--- src/rtl/spi_regfile.sv ---
// rtl/spi_regfile.sv - SPI command decoder driving an 8x8 register file.
// Optional SPI_REGFILE_STATUS_EN turns reg 7 into a read-only committed-write counter.
module spi_regfile #(
    parameter logic [7:0] RST_VAL = 8'h00
) (
    input  logic        sys_clk,
    input  logic        rst_n,
    input  logic        ss,
    input  logic [7:0]  rx_data,
    input  logic        rx_rdy,
    output logic [7:0]  tx_data,
    output logic        tx_latch,
    output logic [63:0] regs_flat,
    output logic        wr_strobe,
    output logic [2:0]  wr_addr,
    output logic        cmd_err
);

    typedef enum logic [2:0] {
        S_IDLE,
        S_CMD,
        S_WDATA,
        S_RDWAIT,
        S_DISCARD
    } state_t;

    state_t      r_state;
    state_t      w_next;

    logic        r_ss_meta;
    logic        r_ss_s;
    logic        r_ss_d;
    logic        r_rdy_meta;
    logic        r_rdy_s;
    logic        r_rdy_d;

    logic [2:0]  r_addr;
    logic [7:0]  r_regs [0:7];

    logic        w_byte_evt;
    logic        w_ss_rise;
    logic        w_ss_fall;
    logic        w_cmd_ok;
    logic        w_addr_ld;
    logic        w_wr_en;
    logic        w_err;
    logic        w_latch;
    logic [7:0]  w_rd_val;

    always_ff @(posedge sys_clk or negedge rst_n) begin
        if (!rst_n) begin
            r_ss_meta  <= 1'b0;
            r_ss_s     <= 1'b0;
            r_ss_d     <= 1'b0;
            r_rdy_meta <= 1'b0;
            r_rdy_s    <= 1'b0;
            r_rdy_d    <= 1'b0;
        end else begin
            r_ss_meta  <= ss;
            r_ss_s     <= r_ss_meta;
            r_ss_d     <= r_ss_s;
            r_rdy_meta <= rx_rdy;
            r_rdy_s    <= r_rdy_meta;
            r_rdy_d    <= r_rdy_s;
        end
    end

    assign w_byte_evt = r_rdy_s & ~r_rdy_d;
    assign w_ss_rise  = r_ss_s & ~r_ss_d;
    assign w_ss_fall  = ~r_ss_s & r_ss_d;

`ifdef SPI_REGFILE_STATUS_EN
    logic [7:0] r_wcnt;

    // Reg 7 is read-only here, so a write command aimed at it is illegal.
    assign w_cmd_ok = (rx_data[6:3] == 4'd0) && !(rx_data[7] && (rx_data[2:0] == 3'd7));
    assign w_rd_val = (r_addr == 3'd7) ? r_wcnt : r_regs[r_addr];

    always_ff @(posedge sys_clk or negedge rst_n) begin
        if (!rst_n) begin
            r_wcnt <= 8'h00;
        end else if (w_wr_en) begin
            r_wcnt <= r_wcnt + 8'd1;
        end
    end
`else
    assign w_cmd_ok = (rx_data[6:3] == 4'd0);
    assign w_rd_val = r_regs[r_addr];
`endif

    always_ff @(posedge sys_clk or negedge rst_n) begin
        if (!rst_n) begin
            r_state <= S_IDLE;
        end else begin
            r_state <= w_next;
        end
    end

    // A synchronised ss falling edge always takes priority over a byte in the same cycle.
    always_comb begin
        w_next    = r_state;
        w_addr_ld = 1'b0;
        w_wr_en   = 1'b0;
        w_err     = 1'b0;
        w_latch   = 1'b0;
        case (r_state)
            S_IDLE: begin
                if (w_ss_rise) begin
                    w_next = S_CMD;
                end
            end
            S_CMD: begin
                if (w_ss_fall) begin
                    w_next = S_IDLE;
                end else if (w_byte_evt) begin
                    if (!w_cmd_ok) begin
                        w_err  = 1'b1;
                        w_next = S_DISCARD;
                    end else begin
                        w_addr_ld = 1'b1;
                        w_next    = rx_data[7] ? S_WDATA : S_RDWAIT;
                    end
                end
            end
            S_WDATA: begin
                if (w_ss_fall) begin
                    w_next = S_IDLE;
                end else if (w_byte_evt) begin
                    w_wr_en = 1'b1;
                    w_next  = S_CMD;
                end
            end
            S_RDWAIT: begin
                if (w_ss_fall) begin
                    w_latch = 1'b1;
                    w_next  = S_IDLE;
                end
            end
            S_DISCARD: begin
                if (w_ss_fall) begin
                    w_next = S_IDLE;
                end
            end
            default: begin
                w_next = S_IDLE;
            end
        endcase
    end

    always_ff @(posedge sys_clk or negedge rst_n) begin
        if (!rst_n) begin
            r_addr    <= 3'd0;
            tx_data   <= 8'h00;
            tx_latch  <= 1'b0;
            wr_strobe <= 1'b0;
            wr_addr   <= 3'd0;
            cmd_err   <= 1'b0;
            for (int i = 0; i < 8; i++) begin
                r_regs[i] <= RST_VAL;
            end
        end else begin
            tx_latch  <= w_latch;
            wr_strobe <= w_wr_en;
            cmd_err   <= w_err;
            if (w_addr_ld) begin
                r_addr <= rx_data[2:0];
            end
            if (w_wr_en) begin
                r_regs[r_addr] <= rx_data;
                wr_addr        <= r_addr;
            end
            if (w_latch) begin
                tx_data <= w_rd_val;
            end
        end
    end

    genvar g;
    generate
        for (g = 0; g < 7; g++) begin : g_flat
            assign regs_flat[8*g +: 8] = r_regs[g];
        end
    endgenerate

`ifdef SPI_REGFILE_STATUS_EN
    assign regs_flat[63:56] = r_wcnt;
`else
    assign regs_flat[63:56] = r_regs[7];
`endif

endmodule

--- config.mk ---
export PLATFORM = sky130hd
export DESIGN_NAME = spi_regfile
export DESIGN_NICKNAME = d
export VERILOG_FILES = /design/src/rtl/spi_regfile.sv
export SDC_FILE = /design/constraint.sdc
export NUM_CORES = 1
export LEC_CHECK = 0
export BUFFER_PORTS_ARGS = -buffer_cell sky130_fd_sc_hd__buf_4
export CORE_ASPECT_RATIO = 1.5
export CORE_UTILIZATION = 57
export CTS_CLUSTER_SIZE = 25
export DETAILED_ROUTE_END_ITERATION = 8
export HOLD_SLACK_MARGIN = 0.02
export PLACE_DENSITY = 0.84
export SLEW_MARGIN = 15
export SYNTH_ARGS = -nofsm -noshare
export SYNTH_HDL_FRONTEND = slang
export SYNTH_SLANG_ARGS = --single-unit
export TNS_END_PERCENT = 20
--- constraint.sdc ---
create_clock -name sys_clk -period 4.82 [get_ports sys_clk]
set_input_delay 0.482 -clock sys_clk [delete_from_list [all_inputs] [get_ports sys_clk]]
set_output_delay 0.482 -clock sys_clk [all_outputs]
set_load 0.02 [all_outputs]
Yosys cells after proc, flatten, opt, wreduce, memory -nomap -nowiden
Cells that the tools add are included.
{"block": "totals", "wordCells": 71, "inputBits": 12, "out_inout_bits": 78, "reg_bits": 90}
{"block": "classes", "n_eq_ne": 8, "bitwise": 7, "order_cmp": 2, "n_mux": 28, "reduce_logical": 5}
{"op": "64-bit bitwise mux", "count": 1}
{"op": "8-bit binary-select mux with 3-bit select", "count": 1}
{"op": "8-bit demux with 3-bit select", "count": 1}
{"op": "8-bit 2-to-1 mux", "count": 3}
{"op": "3-bit 2-to-1 mux", "count": 7}
{"op": "1-bit 2-to-1 mux", "count": 14}
{"op": "3-bit case mux with 4 select lines", "count": 1}
{"op": "3-bit by 2-bit equality test with 1-bit output, second input constant", "count": 2}
{"op": "3-bit != test, second input constant", "count": 2}
{"op": "4-bit >= comparator, second input constant", "count": 1}
{"op": "4-bit zero test", "count": 1}
{"op": "4-bit by 1-bit < comparator with 1-bit output, second input constant", "count": 1}
{"op": "3-bit NOT with 4-bit output", "count": 1}
{"op": "4-bit AND reduction", "count": 1}
{"op": "1-bit AND", "count": 3}
{"op": "3-bit by 1-bit equality test with 1-bit output, second input constant", "count": 1}
{"op": "3-bit equality test, second input constant", "count": 1}
{"op": "3-bit zero test", "count": 1}
{"op": "1-bit NOT", "count": 3}
{"op": "2-bit by 1-bit != test with 1-bit output, second input constant", "count": 1}
{"op": "2-bit != test, second input constant", "count": 1}
{"op": "2-bit OR reduction", "count": 1}
{"op": "1-bit logical AND", "count": 1}

Depth between registers and ports, before layout
Gate-level depths: netlist of the first run.
{"block": "depth", "depth_word": 6, "mapped_depth": 6, "mapped_depth_nobuf": 5}

Least setup slack after synthesis of the first run
Ideal clock, no wire load.
{"block": "synth_timing", "path_type": "flip-flop to flip-flop", "start": "reg r_state[0]", "end": "reg r_regs (netlist bit regs_flat[28])", "setup_time_ps": 128, "setup_slack_ps": 2970, "period_less_slack_ps": 1850, "required_time_ps": 4692, "arrival_ps": 1722, "stages_incl_launch_ff": 5, "path_buffers": 0, "path_cell_list": "dfrtp_1 or3b_4 nor4_4 nand2_2 mux2_1"}
{"block": "synth_via", "elab_chain_len": 2}
{"element": "start, declared", "line_no": "27", "rtl": "state_t r_state;"}
{"element": "start signal, assigned", "line_no": "95", "rtl": "r_state <= w_next;"}
{"element": "3-bit by 2-bit equality test with 1-bit output", "line_no": "106", "rtl": "case (r_state)"}
{"element": "1-bit 2-to-1 mux", "line_no": "106"}
{"element": "end signal, assigned by index", "line_no": "169", "rtl": "r_regs[r_addr] <= rx_data;"}
{"element": "end, declared", "line_no": "38", "rtl": "logic [7:0] r_regs [0:7];"}
Every way passes these cells.
A chain may end at the register's enable or synchronous reset.

Worst setup path in the final report of the first run
{"block": "layout_timing", "start": "reg r_ss_s", "end": "reg tx_data[2]"}
{"block": "layout_via", "elab_chain_len": 4}
{"element": "start, declared", "line_no": "31", "rtl": "logic r_ss_s;"}
{"element": "start signal, assigned", "line_no": "60", "rtl": "r_ss_s <= r_ss_meta;"}
{"element": "1-bit NOT", "line_no": "70", "rtl": "assign w_ss_fall = ~r_ss_s & r_ss_d;"}
{"element": "1-bit AND", "line_no": "70"}
{"element": "1-bit 2-to-1 mux", "line_no": "134", "rtl": "if (w_ss_fall) begin"}
{"element": "1-bit 2-to-1 mux", "line_no": "106"}
{"element": "named net w_latch", "line_no": "47", "rtl": "logic w_latch;"}
{"element": "end signal, assigned", "line_no": "173", "rtl": "tx_data <= w_rd_val;"}
{"element": "end, declared", "line_no": "11", "rtl": "output logic [7:0] tx_data,"}
The timed path passes the listed nets, and every way through them passes these cells.

==> flow_summary.ini, run 1 <==
[critical_path]
required_ps = 5080
cp-start-kind = register
cp-end-kind = register
path_max_fanout = 10
worst_ep_arrival_time_ps = 2480
reg2reg_depth = 5
worst-setup-path-type = reg -> reg

[die]
io_pins = 90
die_area_um2 = 7130
die_y_um = 103
coreArea_um2 = 6530
rows = 36
die_w_um = 69.3
start_util_pct = 59.2

[timing]
finalHoldViolations = 0
setup_slack_ps = 2590
slew_headroom_pct = 46.8
hold_slack_ps = 182
finalCritPeriodShare_pct = 46.2
drv_slew = 0
fin_crit_ps = 2230
skew_ps = 7.09
rsz0062_at_grt = no
setup_viol = 0
max_freq_ghz = 0.449
worstMarginPinSlew_ps = 797
setup-tns-final_ps = 0

[routing]
m1WireLength_mm = 3.51
routedWlPerCell_um = 21.4
routed-wl-met2_mm = 5.18
vias = 2672
wl_mm = 9.31
first_iter_violations = 113
via_per_inst = 6.14
drt-pass1-iter-count = 4
dr_wl_met3_um = 386
ant_nets = 0
post-route-drc-count = 0
top_layer = met4

[layout]
fin_area_um2 = 4830
register_area_um2 = 2250
area_growth_pct = 24.8
nFillCells = 429
fin_nets = 366
antennaDiodeCount = 0
layout-drive-gt1-share_pct = 53.2
multi_input_area_um2 = 1570
fin_cells = 435
fin_util_pct = 73.9

[global_routing]
grt_max_degree = 91
grt_overflow = 0
antenna_found_initial = 0
first_global_vias = 2687
grt_pass1_wl_mm = 14.4
grt_use_total_pct = 27.5

[synth]
synthesis.area_um2 = 3870
ys_seq_elements = 90
synth_compound_area_share_pct = 6.08
syn_nets = 275
synth_cell_type_count = 35
synth_top_area_share_pct = 58.2
synth.largest_area_cell = dfrtp_1
synth_warnings = 0
ys_top_cells_by_area = dfrtp_1, mux2_2, mux4_2
synthXorXnorAreaFrac_pct = 0
synthAdderAreaFrac_pct = 0
muxShareOfSynthArea_pct = 27.9
syn_inst = 263
syn_avg_cell_area_um2 = 14.7
synth-seq-area-share_pct = 58.2
synth_top_family_by_area = multiplexers
yosys.area_share.simple_pct = 6.47

[placed_design]
dp_slack_ps = 2660
io_buffers = 89
dp_hpwl_mm = 6.23
dp.cells = 419
routabilityCongestion = 0.807
postPlaceCellArea_um2 = 4600

[clock_network]
cts_hold_buffers = 0
post_cts_buffers = 0
path_clk_slew_ps = 80
worst_skew_pair.late_latency_ps = 370
ctsHtreeMaxLevel = 3
cts_resized = 0
clock_path_buffers = 2
cts.sinks = 90
cts_tree = built
cts-root-buf = clkbuf_8
cts_made_buffers = 9

[run_status]
status = complete, no violations

[power_and_ir_drop]
power_density_nw_per_um2 = 344
total_power_mw = 1.66
ir_worst_vdd_uv = 309
leakage_nw = 2.16

[hold_path]
hold_class = in -> async

[job]
maxCapViolations = 0
worst max-delay path: stages (launching register included):
cell and delay [ps]:
dfrtp_1 410, nor2b_1 530, nand3_1 520, clkinv_1 310
o221ai_1 160, o22a_1 180
final cells by class:
cell class	count	share of cell area [%]
clock buffers	10	2.85
clock inverters	6	1.84
inverters	3	0.233
multi-input cells	160	32.4
flip-flops and latches	90	46.6
well taps	76	1.97
repair buffers	90	14.1
synthesized netlist by cell type:
| cell | count |
|---|---|
| dfrtp_1 | 90 |
| mux2_2 | 65 |
| mux2i_1 | 10 |
| mux4_2 | 8 |
| nand2_1 | 8 |
| nand2_2 | 8 |
| a21oi_1 | 6 |
| clkbuf_1 | 6 |
| mux2_1 | 6 |
| nand2b_1 | 5 |
| nor2b_1 | 5 |
| o21ai_0 | 5 |
| a221oi_1 | 4 |
| a22oi_1 | 4 |
| nor2_1 | 4 |
| o22a_1 | 4 |
| o221ai_1 | 3 |
| buf_1 | 2 |
| buf_2 | 2 |
| inv_1 | 2 |
| nor4_4 | 2 |
| a21o_1 | 1 |
| a221o_1 | 1 |
| a31oi_1 | 1 |
| and2_1 | 1 |
| and4b_1 | 1 |
| clkinv_1 | 1 |
| nand3_1 | 1 |
| nand4_1 | 1 |
| nor3_1 | 1 |
| nor4_1 | 1 |
| o2111a_1 | 1 |
| o21bai_1 | 1 |
| o221a_2 | 1 |
| or3b_4 | 1 |
sequential cells by signal (all words and copies together), names as in the netlist:
name        cells
r_ss_d          1
r_addr          3
r_ss_meta       1
wr_addr         3
r_rdy_d         1
tx_data         8
r_rdy_meta      1
tx_latch        1
r_state         3
wr_strobe       1
r_ss_s          1
r_rdy_s         1
regs_flat      64
cmd_err         1
logic make-up (layout without fill, tap and decap cells):
logic type | after synthesis | after routing
compound gates | 32 | 32
simple gates | 39 | 39
flops | 90 | 90
mux | 89 | 89
buf+inv | 13 | 109
path summary, 6_finish.rpt:
kind	slack (ps)	to	start
max in group asynchronous	4110	tx_data[5]$_DFFE_PN0P_	rst_n
max reg2reg	2590	tx_data[2]$_DFFE_PN0P_	r_ss_s$_DFF_PN0_
max	2590	tx_data[2]$_DFFE_PN0P_	r_ss_s$_DFF_PN0_
min in group sys_clk	210	r_rdy_meta$_DFF_PN0_	rx_rdy
min reg2reg	370	r_rdy_s$_DFF_PN0_	r_rdy_meta$_DFF_PN0_
min	180	regs_flat[31]$_DFFE_PN0P_	rst_n
cell usage in the layout, fill, tap and decap left out, types with 2 or more instances in the layout:
cell / netlist / layout
a22oi_1: 4 / 4
buf_4: 0 / 89
nand2_2: 8 / 8
o22a_1: 4 / 4
clkbuf_8: 0 / 10
bufinv_16: 0 / 2
mux2i_1: 10 / 10
mux2_2: 65 / 65
mux4_2: 8 / 8
a21oi_1: 6 / 6
o21ai_0: 5 / 5
nor2b_1: 5 / 5
nand2_1: 8 / 8
nor2_1: 4 / 4
a221oi_1: 4 / 4
dfrtp_1: 90 / 90
inv_1: 2 / 2
o221ai_1: 3 / 3
clkinvlp_4: 0 / 2
mux2_1: 6 / 6
nand2b_1: 5 / 5
nor4_4: 2 / 2
metal layers:
metal	GRT usage, %	vias up
met5	0	-
met4	16.0	0
met3	4.01	25
li1	-	1153
met2	48.3	94
met1	32.6	1400
where the power goes:
group	total, mW	switching, mW	internal, mW	leakage [nW]
sequential	0.841	0.0471	0.794	1.09
clock	0.577	0.271	0.307	0.109
combinational	0.241	0.129	0.112	0.963
total	1.66	0.446	1.21	2.16
(Power assumes the default switching activity.)
==> run 2: changes to the inputs <==
--- a/config.mk
+++ b/config.mk
@@ -7,11 +7,11 @@
 export LEC_CHECK = 0
 export BUFFER_PORTS_ARGS = -buffer_cell sky130_fd_sc_hd__buf_4
 export CORE_ASPECT_RATIO = 1.5
-export CORE_UTILIZATION = 57
+export CORE_UTILIZATION = 53
 export CTS_CLUSTER_SIZE = 25
 export DETAILED_ROUTE_END_ITERATION = 8
 export HOLD_SLACK_MARGIN = 0.02
-export PLACE_DENSITY = 0.84
+export PLACE_DENSITY = 0.79
 export SLEW_MARGIN = 15
 export SYNTH_ARGS = -nofsm -noshare
 export SYNTH_HDL_FRONTEND = slang
==> constraint.sdc (replaced) <==
create_clock -name sys_clk -period 2.29 [get_ports sys_clk]
set_input_delay 0.229 -clock sys_clk [delete_from_list [all_inputs] [get_ports sys_clk]]
set_output_delay 0.229 -clock sys_clk [all_outputs]
set_load 0.02 [all_outputs]
==> flow_summary.ini, run 2 (synthesized netlist as in run 1, its figures left out) <==
[run_status]
status = complete, no violations

[clock_network]
ctsHtreeMaxLevel = 3
cts-root-buf = clkbuf_8
path_clk_slew_ps = 80
cts_tree = built
cts_made_buffers = 9
cts.sinks = 90
worst_skew_pair.late_latency_ps = 370
clock_path_buffers = 2
cts_resized = 0

[critical_path]
required_ps = 2540
worst-path-buf-inv = 0
cp_top_family = simple AND/OR/NAND/NOR gates
cp-end-kind = register
worst-setup-path-type = reg -> reg
reg2reg_depth = 4
crit_start = r_state[0]$_DFFE_PN0P_
crit_slowest_cell = or3b_4
crit-reg2reg-launch = r_state[0]$_DFFE_PN0P_
cp-start-kind = register
path_max_fanout = 8
crit_path_cell_trace = or3b_4 -> nor4_4 -> nand2_2 -> mux2_1
cp_slowest_stage_delay_ps = 460
r2r-end = regs_flat[23]$_DFFE_PN0P_
worst_ep_arrival_time_ps = 2340
rrSetupSlack_ps = 200

[timing]
setup-tns-final_ps = 0
slew_headroom_pct = 48.0
fin_crit_ps = 2090
hold_slack_ps = 144
rsz0062_at_grt = no
max_freq_ghz = 0.478
finalHoldViolations = 0
skew_ps = 6.76
drv_slew = 0
finalCritPeriodShare_pct = 91.4
setup_viol = 0
setup_slack_ps = 197
worstMarginPinSlew_ps = 773

[die]
rows = 37
coreArea_um2 = 6940
die_w_um = 71.8
start_util_pct = 55.7
die_area_um2 = 7650
die_y_um = 107
io_pins = 90

[hold_path]
worstHoldEndpoint = regs_flat[37]$_DFFE_PN0P_
hold_path_depth = 2
hold_class = in -> reg
min-delay-start = rx_data[5]

[routing]
wl_mm = 9.26
via_per_inst = 5.88
ant_nets = 0
routedWlPerCell_um = 20.5
vias = 2657
first_iter_violations = 191
drt-pass1-iter-count = 4
post-route-drc-count = 0

[power_and_ir_drop]
power_density_nw_per_um2 = 668
total_power_mw = 3.26
leakage_nw = 2.20
ir_worst_vdd_uv = 411

[layout]
fin_cells = 452
fin_util_pct = 70.4
antennaDiodeCount = 0
fin_area_um2 = 4890
final_cell_mix = buf_4, dfrtp_1, mux2_2, mux2i_1, clkbuf_8
area_growth_pct = 26.3
final_common_cell = buf_4
layout-drive-gt1-share_pct = 53.2
largest_register_ffs = 64
fin_nets = 381

[global_routing]
antenna_found_initial = 0
grt_pass1_wl_mm = 14.9
grt_max_degree = 48
grt_use_total_pct = 26.6
grt_overflow = 0
first_global_vias = 2698

[placed_design]
dp_hpwl_mm = 6.62
dp_slack_ps = 234
dp.cells = 433
io_buffers = 89
routabilityCongestion = 0.804
postPlaceCellArea_um2 = 4690

[job]
maxCapViolations = 0
-- run 2: layout make-up --
class	instances	area, um^2
clock buffer	14	153
multi-input combinational	160	1570
tap	78	97.6
timing repair buffer	105	796
inverter	3	11.3
fill	511	2060
clock inverter	2	12.5
sequential	90	2250
-- run 2: worst register-to-register path, delay by kind of cell, from the launching register on --
| kind | cells | cell delay (ps) |
|---|---|---|
| multiplexers | 1 | 390 |
| AND/OR/NAND/NOR | 3 | 1140 |
| flip-flops | 1 | 440 |
-- run 2: layer usage --
layer  up-vias  wire length [um]  GRT usage [%]
li1       1184                 -              -
met1      1395              3870           35.0
met2        64              4890           43.3
met3        14               321           5.36
met4         0               180           10.6
met5         -                 0              0
-- run 2: worst max-delay path by stage --
stage,end,cells after the start
finish,regs_flat[23]$_DFFE_PN0P_,4
global route,regs_flat[23]$_DFFE_PN0P_,4
CTS,regs_flat[23]$_DFFE_PN0P_,4
detailed placement,regs_flat[21]$_DFFE_PN0P_,4
global placement,regs_flat[37]$_DFFE_PN0P_,4
floorplan,regs_flat[28]$_DFFE_PN0P_,4
-- run 2: repair_timing --
action | CTS | global route
setup buffers | 0 | 0
endpoints found under the setup margin | 0 | 0
hold buffers | 3 | 0
hold endpoints to repair | 46 | 0
-- run 2: power by group --
| part | switching [mW] | total [mW] | internal (mW) |
|---|---|---|---|
| Combinational | 0.272 | 0.526 | 0.253 |
| Sequential | 0.0945 | 1.77 | 1.67 |
| Clock | 0.548 | 0.973 | 0.425 |
| Total | 0.915 | 3.26 | 2.35 |
==> run 3: changes to the inputs <==
--- a/config.mk
+++ b/config.mk
@@ -5,14 +5,14 @@
 export SDC_FILE = /design/constraint.sdc
 export NUM_CORES = 1
 export LEC_CHECK = 0
-export BUFFER_PORTS_ARGS = -buffer_cell sky130_fd_sc_hd__buf_4
+export BUFFER_PORTS_ARGS = -buffer_cell sky130_fd_sc_hd__buf_2
 export CORE_ASPECT_RATIO = 1.5
 export CORE_UTILIZATION = 53
 export CTS_CLUSTER_SIZE = 25
 export DETAILED_ROUTE_END_ITERATION = 8
 export HOLD_SLACK_MARGIN = 0.02
 export PLACE_DENSITY = 0.79
-export SLEW_MARGIN = 15
+export RECOVER_POWER = 50
 export SYNTH_ARGS = -nofsm -noshare
 export SYNTH_HDL_FRONTEND = slang
 export SYNTH_SLANG_ARGS = --single-unit
==> flow_summary.ini, run 3 (synthesized netlist as in run 1, its figures left out) <==
[critical_path]
worst-setup-path-type = reg -> reg
reg2reg_depth = 4
cp-start-kind = register
cp_slowest_stage_delay_ps = 460
crit_slowest_cell = or3b_4
crit_start = r_state[0]$_DFFE_PN0P_
worst_ep_arrival_time_ps = 2350
required_ps = 2540
crit-reg2reg-launch = r_state[0]$_DFFE_PN0P_
path_max_fanout = 8
crit_path_cell_trace = or3b_4 -> nor4_4 -> nand2_2 -> mux2_1
cp-end-kind = register

[die]
die_w_um = 71.8
io_pins = 90
rows = 37
die_area_um2 = 7650
start_util_pct = 55.7
coreArea_um2 = 6940
die_y_um = 107

[clock_network]
cts-root-buf = clkbuf_8
cts.sinks = 90
cts_tree = built
worst_skew_pair.late_latency_ps = 360
path_clk_slew_ps = 80
cts_hold_buffers = 3
post_cts_buffers = 0
ctsHtreeMaxLevel = 3
cts_resized = 0
clock_path_buffers = 2
cts_made_buffers = 9

[layout]
largest_register_ffs = 64
final_common_cell = dfrtp_1
final_cell_mix = dfrtp_1, clkbuf_1, mux2_2, buf_2, buf_4
nFillCells = 563
layout-drive-gt1-share_pct = 34.9
fin_nets = 381
antennaDiodeCount = 0
register_area_um2 = 2250
area_growth_pct = 18.8
multi_input_area_um2 = 1570

[timing]
finalHoldViolations = 0
setup_viol = 0
fin_crit_ps = 2100
slew_headroom_pct = 16.6
finalCritPeriodShare_pct = 91.6
skew_ps = 6.41
max_freq_ghz = 0.477
rsz0062_at_grt = no
hold_slack_ps = 202
worstMarginPinSlew_ps = 1250
setup-tns-final_ps = 0
drv_slew = 0

[power_and_ir_drop]
power_density_nw_per_um2 = 714
ir_worst_vdd_uv = 510
leakage_nw = 1.94

[job]
maxCapViolations = 0

[global_routing]
grt_use_total_pct = 26.2
antenna_found_initial = 0
first_global_vias = 2749
grt_max_degree = 50
grt_pass1_wl_mm = 14.8
grt_overflow = 0

[routing]
via_per_inst = 5.88
first_iter_violations = 229
drt-pass1-iter-count = 4
ant_nets = 0
post-route-drc-count = 0
vias = 2653
wl_mm = 9.13
routedWlPerCell_um = 20.2

[placed_design]
io_buffers = 89
routabilityCongestion = 0.828
dp_hpwl_mm = 6.55

[run_status]
status = complete, no violations

[hold_path]
min-delay-start = rx_data[5]
hold_path_depth = 2
hold_class = in -> reg
-- run 3: cell types whose count changed in the layout (fill, tap and decap cells not counted), sizes merged --
cell / change
clkinv: +1
bufinv: +1
clkbuf: +70
buf: -72
clkinvlp: -1
-- run 3: per-layer routing --
layer  GRT usage (%)  wire length (um)
met2            42.3              4760
met4            10.6               202
met5               0                 0
met3            5.55               364
met1            34.4              3810
-- run 3: critical path, delay by kind of cell, from the launching register on --
family	cells	cell delay (ps)
and+or+nand+nor	3	1150
DFF	1	450
muxes	1	380
-- run 3: final timing paths --
kind                                        endpoint  slack, ps
setup / recovery           regs_flat[37]$_DFFE_PN0P_        190
hold / removal             regs_flat[37]$_DFFE_PN0P_        200
setup reg to reg           regs_flat[37]$_DFFE_PN0P_        190
hold reg to reg                    r_rdy_s$_DFF_PN0_        360
max in group asynchronous  regs_flat[29]$_DFFE_PN0P_        630
min in group asynchronous        r_ss_meta$_DFF_PN0_        670
-- run 3: per-stage QoR --
| stage | total power, mW | cell area [um^2] | worst slack (ps) | cells | utilization [%] |
|---|---|---|---|---|---|
| 4_1_cts | 3.32 | 4690 | 209 | 451 | 67.5 |
| 6_report | 3.28 | 4590 | 192 | 451 | 66.2 |
| 3_5_place_dp | 2.27 | 4470 | 219 | 433 | 64.4 |
| 2_1_floorplan | 2.07 | 3870 | 440 | 263 | - |
| 5_1_grt | 3.42 | 4590 | 84.3 | 451 | 66.2 |
| 3_3_place_gp | 2.26 | 4470 | 263 | 433 | 64.4 |
-- run 3: report_power, final --
group	switching, mW	internal [mW]	leakage, nW	total (mW)
registers	0.0929	1.67	1.09	1.76
clock network	0.524	0.526	0.0962	1.05
logic	0.273	0.193	0.751	0.465
total	0.890	2.39	1.94	3.28
-- run 3: final cells by class --
cell class                 instances  area share (%)
sequential                        90            49.0
multi-input combinational        160            34.1
timing repair buffer             105            10.5
clock buffer                      12            3.16
tap                               78            2.12
clock inverter                     3           0.871
inverter                           3           0.245
